<file path="src/rtl/serial_adder_sequencer_if.sv">
// Operand, result and full-adder bit-lane signals of serial_adder_sequencer.
// master = requester / consumer / external adder side, slave = the sequencer.
interface serial_adder_sequencer_if #(
    parameter int WIDTH = 8
) ();
    logic             in_valid_i;
    logic             in_ready_o;
    logic [WIDTH-1:0] a_i;
    logic [WIDTH-1:0] b_i;
    logic             cin_i;
    logic             fa_a_o;
    logic             fa_b_o;
    logic             fa_cin_o;
    logic             fa_sum_i;
    logic             fa_cout_i;
    logic             out_valid_o;
    logic             out_ready_i;
    logic [WIDTH-1:0] sum_o;
    logic             cout_o;

    modport master (
        output in_valid_i, a_i, b_i, cin_i, out_ready_i, fa_sum_i, fa_cout_i,
        input  in_ready_o, fa_a_o, fa_b_o, fa_cin_o, out_valid_o, sum_o, cout_o
    );

    modport slave (
        input  in_valid_i, a_i, b_i, cin_i, out_ready_i, fa_sum_i, fa_cout_i,
        output in_ready_o, fa_a_o, fa_b_o, fa_cin_o, out_valid_o, sum_o, cout_o
    );
endinterface

</file>
<file path="src/rtl/serial_adder_sequencer.sv">
// Bit-serial add controller around an external full adder: WIDTH cycles from acceptance to result,
// result held until out_ready_i. SERIAL_ADDER_CHECK_EN adds a parallel-reference check driving err_o.
module serial_adder_sequencer #(
    parameter int WIDTH = 8
) (
    input  logic                    clk_i,
    input  logic                    reset_n_i,
    serial_adder_sequencer_if.slave bus,
    output logic                    busy_o,
    output logic                    err_o
);
    localparam int CW = $clog2(WIDTH);

    typedef enum logic [1:0] {IDLE, RUN, DONE} state_t;

    state_t           state_q, state_d;
    logic [WIDTH-1:0] a_sh_q, a_sh_d;
    logic [WIDTH-1:0] b_sh_q, b_sh_d;
    logic [WIDTH-1:0] sum_sh_q, sum_sh_d;
    logic [WIDTH-1:0] res_q, res_d;
    logic             carry_q, carry_d;
    logic             cout_q, cout_d;
    logic [CW-1:0]    bit_cnt_q, bit_cnt_d;
`ifdef SERIAL_ADDER_CHECK_EN
    logic [WIDTH:0]   ref_q, ref_d;
    logic             err_q, err_d;
`endif

    always_comb begin
        state_d   = state_q;
        a_sh_d    = a_sh_q;
        b_sh_d    = b_sh_q;
        sum_sh_d  = sum_sh_q;
        res_d     = res_q;
        carry_d   = carry_q;
        cout_d    = cout_q;
        bit_cnt_d = bit_cnt_q;
`ifdef SERIAL_ADDER_CHECK_EN
        ref_d     = ref_q;
        err_d     = err_q;
`endif
        case (state_q)
            IDLE: begin
                if (bus.in_valid_i) begin
                    a_sh_d    = bus.a_i;
                    b_sh_d    = bus.b_i;
                    carry_d   = bus.cin_i;
                    sum_sh_d  = '0;
                    bit_cnt_d = '0;
`ifdef SERIAL_ADDER_CHECK_EN
                    ref_d = {1'b0, bus.a_i} + {1'b0, bus.b_i} + {{WIDTH{1'b0}}, bus.cin_i};
`endif
                    state_d   = RUN;
                end
            end
            RUN: begin
                a_sh_d    = {1'b0, a_sh_q[WIDTH-1:1]};
                b_sh_d    = {1'b0, b_sh_q[WIDTH-1:1]};
                sum_sh_d  = {bus.fa_sum_i, sum_sh_q[WIDTH-1:1]};
                carry_d   = bus.fa_cout_i;
                bit_cnt_d = bit_cnt_q + 1'b1;
                if (bit_cnt_q == CW'(WIDTH - 1)) begin
                    // Result registers load only here so sum_o/cout_o never show partial sums.
                    res_d   = sum_sh_d;
                    cout_d  = bus.fa_cout_i;
                    state_d = DONE;
`ifdef SERIAL_ADDER_CHECK_EN
                    if ({bus.fa_cout_i, sum_sh_d} != ref_q) err_d = 1'b1;
`endif
                end
            end
            DONE: begin
                if (bus.out_ready_i) state_d = IDLE;
            end
            default: state_d = IDLE;
        endcase
    end

    always_ff @(posedge clk_i) begin
        if (!reset_n_i) begin
            state_q   <= IDLE;
            a_sh_q    <= '0;
            b_sh_q    <= '0;
            sum_sh_q  <= '0;
            res_q     <= '0;
            carry_q   <= 1'b0;
            cout_q    <= 1'b0;
            bit_cnt_q <= '0;
`ifdef SERIAL_ADDER_CHECK_EN
            ref_q     <= '0;
            err_q     <= 1'b0;
`endif
        end else begin
            state_q   <= state_d;
            a_sh_q    <= a_sh_d;
            b_sh_q    <= b_sh_d;
            sum_sh_q  <= sum_sh_d;
            res_q     <= res_d;
            carry_q   <= carry_d;
            cout_q    <= cout_d;
            bit_cnt_q <= bit_cnt_d;
`ifdef SERIAL_ADDER_CHECK_EN
            ref_q     <= ref_d;
            err_q     <= err_d;
`endif
        end
    end

    assign bus.in_ready_o  = (state_q == IDLE);
    assign bus.out_valid_o = (state_q == DONE);
    assign bus.sum_o       = res_q;
    assign bus.cout_o      = cout_q;
    assign bus.fa_a_o      = (state_q == RUN) & a_sh_q[0];
    assign bus.fa_b_o      = (state_q == RUN) & b_sh_q[0];
    assign bus.fa_cin_o    = (state_q == RUN) & carry_q;
    assign busy_o          = (state_q != IDLE);
`ifdef SERIAL_ADDER_CHECK_EN
    assign err_o = err_q;
`else
    assign err_o = 1'b0;
`endif
endmodule
</file>
<file path="src/flat_wrapper.sv">
// flat-port wrapper written by rule: the top's interface ports become plain ports
module serial_adder_sequencer_flat 
#(
    parameter int WIDTH = 8
)
  (clk_i, reset_n_i, busy_o, err_o, bus_in_valid_i, bus_a_i, bus_b_i, bus_cin_i, bus_out_ready_i, bus_fa_sum_i, bus_fa_cout_i, bus_in_ready_o, bus_fa_a_o, bus_fa_b_o, bus_fa_cin_o, bus_out_valid_o, bus_sum_o, bus_cout_o);
  serial_adder_sequencer_if #(.WIDTH(WIDTH)) bus_i ();
  input  logic clk_i;
  input  logic reset_n_i;
  output logic busy_o;
  output logic err_o;
  input wire logic [$bits(bus_i.in_valid_i)-1:0] bus_in_valid_i;
  input wire logic [$bits(bus_i.a_i)-1:0] bus_a_i;
  input wire logic [$bits(bus_i.b_i)-1:0] bus_b_i;
  input wire logic [$bits(bus_i.cin_i)-1:0] bus_cin_i;
  input wire logic [$bits(bus_i.out_ready_i)-1:0] bus_out_ready_i;
  input wire logic [$bits(bus_i.fa_sum_i)-1:0] bus_fa_sum_i;
  input wire logic [$bits(bus_i.fa_cout_i)-1:0] bus_fa_cout_i;
  output wire logic [$bits(bus_i.in_ready_o)-1:0] bus_in_ready_o;
  output wire logic [$bits(bus_i.fa_a_o)-1:0] bus_fa_a_o;
  output wire logic [$bits(bus_i.fa_b_o)-1:0] bus_fa_b_o;
  output wire logic [$bits(bus_i.fa_cin_o)-1:0] bus_fa_cin_o;
  output wire logic [$bits(bus_i.out_valid_o)-1:0] bus_out_valid_o;
  output wire logic [$bits(bus_i.sum_o)-1:0] bus_sum_o;
  output wire logic [$bits(bus_i.cout_o)-1:0] bus_cout_o;
  assign bus_i.in_valid_i = bus_in_valid_i;
  assign bus_i.a_i = bus_a_i;
  assign bus_i.b_i = bus_b_i;
  assign bus_i.cin_i = bus_cin_i;
  assign bus_i.out_ready_i = bus_out_ready_i;
  assign bus_i.fa_sum_i = bus_fa_sum_i;
  assign bus_i.fa_cout_i = bus_fa_cout_i;
  assign bus_in_ready_o = bus_i.in_ready_o;
  assign bus_fa_a_o = bus_i.fa_a_o;
  assign bus_fa_b_o = bus_i.fa_b_o;
  assign bus_fa_cin_o = bus_i.fa_cin_o;
  assign bus_out_valid_o = bus_i.out_valid_o;
  assign bus_sum_o = bus_i.sum_o;
  assign bus_cout_o = bus_i.cout_o;
  serial_adder_sequencer #(.WIDTH(WIDTH)) u_core (.clk_i(clk_i), .reset_n_i(reset_n_i), .bus(bus_i), .busy_o(busy_o), .err_o(err_o));
endmodule
</file>
<file path="config.mk">
export PLATFORM = sky130hd
export DESIGN_NAME = serial_adder_sequencer_flat
export DESIGN_NICKNAME = d
export VERILOG_FILES = /design/src/rtl/serial_adder_sequencer_if.sv /design/src/rtl/serial_adder_sequencer.sv /design/src/flat_wrapper.sv
export SDC_FILE = /design/constraint.sdc
export NUM_CORES = 1
export LEC_CHECK = 0
export BUFFER_PORTS_ARGS = -buffer_cell sky130_fd_sc_hd__clkbuf_2
export CAP_MARGIN = 25
export CORE_MARGIN = 2
export CORE_UTILIZATION = 55
export DETAILED_ROUTE_END_ITERATION = 8
export PLACE_DENSITY_LB_ADDON = 0.12
export SLEW_MARGIN = 20
export SYNTH_ARGS = -nofsm -noshare
export SYNTH_HDL_FRONTEND = slang
export SYNTH_SLANG_ARGS = --single-unit
</file>
<file path="constraint.sdc">
create_clock -name clk_i -period 3.45 [get_ports clk_i]
set_input_delay 0.8625 -clock clk_i [delete_from_list [all_inputs] [get_ports clk_i]]
set_output_delay 0.8625 -clock clk_i [all_outputs]
set_load 0.02 [all_outputs]
</file>
==> summary.md <==
| Metric | Value |
|---|---|
| Tcrit/Tclk final | `72.69%` |
| Most common cell after layout, fill and taps aside | `dfxtp_1` |
| Setup crit end kind | `primary output` |
| Detail Route Antenna Nets | `0` |
| Area grow syn2layout | `11.20%` |
| Drt pass-1 iters | `6` |
| Clock Latency Late Sink | `0.35 ns` |
| Syn Area/Cell | `9.600 um2` |
| RD Place Congestion | `0.7256` |
| # rows | `19` |
| Initial Utilization | `58.52%` |
| Number of global-route vias before repair | `1200` |
| Arrival time worst endpoint | `1.65 ns` |
| H-Tree Depth | `2` |
| Hold_buf cts | `0` |
| Max Root-Sink Buffers | `2` |
| Worst slew margin | `44.88%` |
| Top-Level Pins | `39` |
| Mapped Cells | `171` |
| Via Count | `1303` |
| Pleak | `0.7286 nW` |
| Yosys reg bits | `38` |
| Die ar. | `3437 um2` |
| Yosys cell types | `27` |
| Die Span X | `58.63 um` |
| Drt first-iter violations | `38` |
| Finished layout cell area | `1826 um2` |
| Clock transition at path regs | `0.10 ns` |
| Comb pwr share | `11.8%` |
| Slew @ Worst Pin | `0.8268 ns` |
| Async set-reset flop share out of synthesis | `0%` |
| Number of antenna violations at the first check in global routing | `0` |
| Max FO, Critical Path | `19` |
| Core region area | `2805 um2` |
| Kind of start point of the critical path | `flop` |
| Clock Tree Root | `clkbuf_4` |
| TritonCTS clock tree | `yes` |
| Gr usage total | `20.05%` |
| TritonCTS Buffers | `5` |
| Filler cells | `254` |
| Max Slew Vio Count | `0` |
| Worst VDD drop | `0.0003374 V` |
| Nets | `225` |
| Min Tclk post-route | `2.508 ns` |
| Layout cells sized above 1 | `28.36%` |
| Internal Power | `0.5993 mW` |
| Part of the Yosys area used for sequential elements | `46.34%` |
| Drt drc | `3` |
| Violated checks | `DRC` |
| Largest net degree at the start of global routing | `39` |
| Routed WL | `3030 um` |
| Via density | `5.616` |
| Unrepaired setup endpoints after global routing | `false` |
| Top_reg_cell synth | `dfxtp_1` |
| Post-DP HPWL | `2094 um` |
| Ys Warns | `0` |
| Worst hold path type | `reg2reg` |
| Critical path type | `reg2out` |
| Routed len/inst | `13.06 um` |
| P_sw | `0.2124 mW` |
| Reg power frac | `58.3%` |
| F_max | `398.8 MHz` |
| DP Area | `1765 um2` |
| Max Clock Skew | `0.009547 ns` |
| Outcome | `finished with violations` |
| # port buffers | `37` |
| Maxcap violations | `0` |
| Fin Setup TNS | `0 ns` |
| Post-synth EDFFs | `0` |
| Setup Viol. Count Final | `0` |
| Gr ovfl total | `0` |
| Chip height | `58.63 um` |
| Hold Vio Cnt, Final | `0` |
| Clock power share | `29.9%` |
| Resize count post-CTS | `0` |
| First-pass GRT wire length | `5195 um` |
| WP data required | `2.59 ns` |
| Post-synthesis cell area | `1642 um2` |
| Postcts setup bufs | `0` |
| Mapped Nets | `196` |
| Sink Count | `38` |
| Power Dens Cells | `444.6 nW/um2` |
| Ant diodes | `0` |
| Switching share of power | `26.16%` |
| Most frequent cells in the layout | `38 x dfxtp_1, 37 x clkbuf_2, 30 x nor2_1, 13 x nor2b_1, 11 x a22oi_1` |
## cells in the mapped netlist (all sizes together) (2+ instances only)
cell type	n	area share (%)
nor2	30	6.9
buf	11	5.3
dfxtp	38	46
clkbuf	5	1.2
nor3b	2	0.91
mux2i	2	1.2
nand3	9	2.7
a21boi	10	4.6
o221ai	15	12
a22oi	11	5.0
inv	2	0.46
ha	2	1.5
nand2	9	2.1
nor2b	13	5.0
nand2b	2	0.76
and2	4	1.5
## path summary, 6_finish.rpt
| kind | startpoint | endpoint | depth (start not counted) | slack, ns |
|---|---|---|---|---|
| setup / recovery | u_core.state_q[0] | bus_fa_b_o | 4 | 0.94 |
| hold / removal | u_core.bus.sum_o[0] | u_core.bus.sum_o[0] | 2 | 0.47 |
| setup reg to reg | u_core.bit_cnt_q[0] | u_core.bus.sum_o[7] | 5 | 1.80 |
| hold reg to reg | u_core.bus.sum_o[0] | u_core.bus.sum_o[0] | 2 | 0.47 |
## power groups by stage
stage / Combinational [mW] / Sequential, mW / Clock [mW]
3_3_place_gp: 0.0928 / 0.482 / 0
6_report: 0.0956 / 0.473 / 0.243
4_1_cts: 0.0970 / 0.473 / 0.250
5_1_grt: 0.107 / 0.476 / 0.271
2_1_floorplan: 0.0806 / 0.479 / 0
3_5_place_dp: 0.0965 / 0.483 / 0
## worst max-delay path, cell delays in order (launching register included)
cell	delay, ns
dfxtp_1	0.50
nor2b_1	0.23
buf_4	0.25
and2_1	0.15
clkbuf_2	0.16
## layout make-up
type                            count  area (um2)  area share, %
Clock buffer                        7       55.05          3.016
Clock inverter                      1       5.005         0.2742
Inverter                            2       7.507         0.4112
Multi-Input combinational cell    115       765.7          41.95
Sequential cell                    38       760.7          41.67
Tap cell                           31       38.79          2.125
Timing Repair Buffer               38       192.7          10.56
## layer usage
layer  part of all wire [%]  routed length, um  vias up  global-route usage (%)
met5                      0                  0        -                       0
met4                    1.8                 54        0                   8.766
met3                    6.0                181        7                   7.033
met2                     46               1392       38                   30.66
met1                     46               1401      597                   25.66
li1                       -                  -      661                       -
## metrics by stage
step / utilization [%] / setup WS, ns / power [mW] / hold WS [ns] / instances
3_5_place_dp: 62.93 / 1.281 / 0.5799 / 0.4603 / 224
5_1_grt: 65.08 / 0.7854 / 0.8531 / 0.5080 / 232
2_1_floorplan: - / 1.564 / 0.5592 / 0.4317 / 171
6_report: 65.08 / 0.9422 / 0.8116 / 0.4720 / 232
4_1_cts: 65.08 / 0.9231 / 0.8208 / 0.4754 / 232
3_3_place_gp: 62.93 / 1.318 / 0.5747 / 0.4447 / 224
## flip-flops by register name, summed over array words and instances, names as in the netlist
| signal | count |
|---|---|
| u_core.a_sh_q | 8 |
| u_core.b_sh_q | 8 |
| u_core.bit_cnt_q | 3 |
| u_core.bus.cout_o | 1 |
| u_core.bus.sum_o | 8 |
| u_core.carry_q | 1 |
| u_core.state_q | 2 |
| u_core.sum_sh_q | 7 |
## cell families (layout without fill, tap and decap cells)
| logic type | count (synthesis) | count (layout) | share of synthesized area [%] |
|---|---|---|---|
| muxes | 2 | 2 | 1.220 |
| buffers and inverters | 18 | 48 | 7.012 |
| adders and majority gates | 2 | 2 | 1.524 |
| and+or+nand+nor | 72 | 72 | 21.19 |
| AOI/OAI and AO/OA | 38 | 38 | 22.48 |
| other | 1 | 1 | 0.2284 |
| DFF | 38 | 38 | 46.34 |
Power figures use the tool's default switching activity.
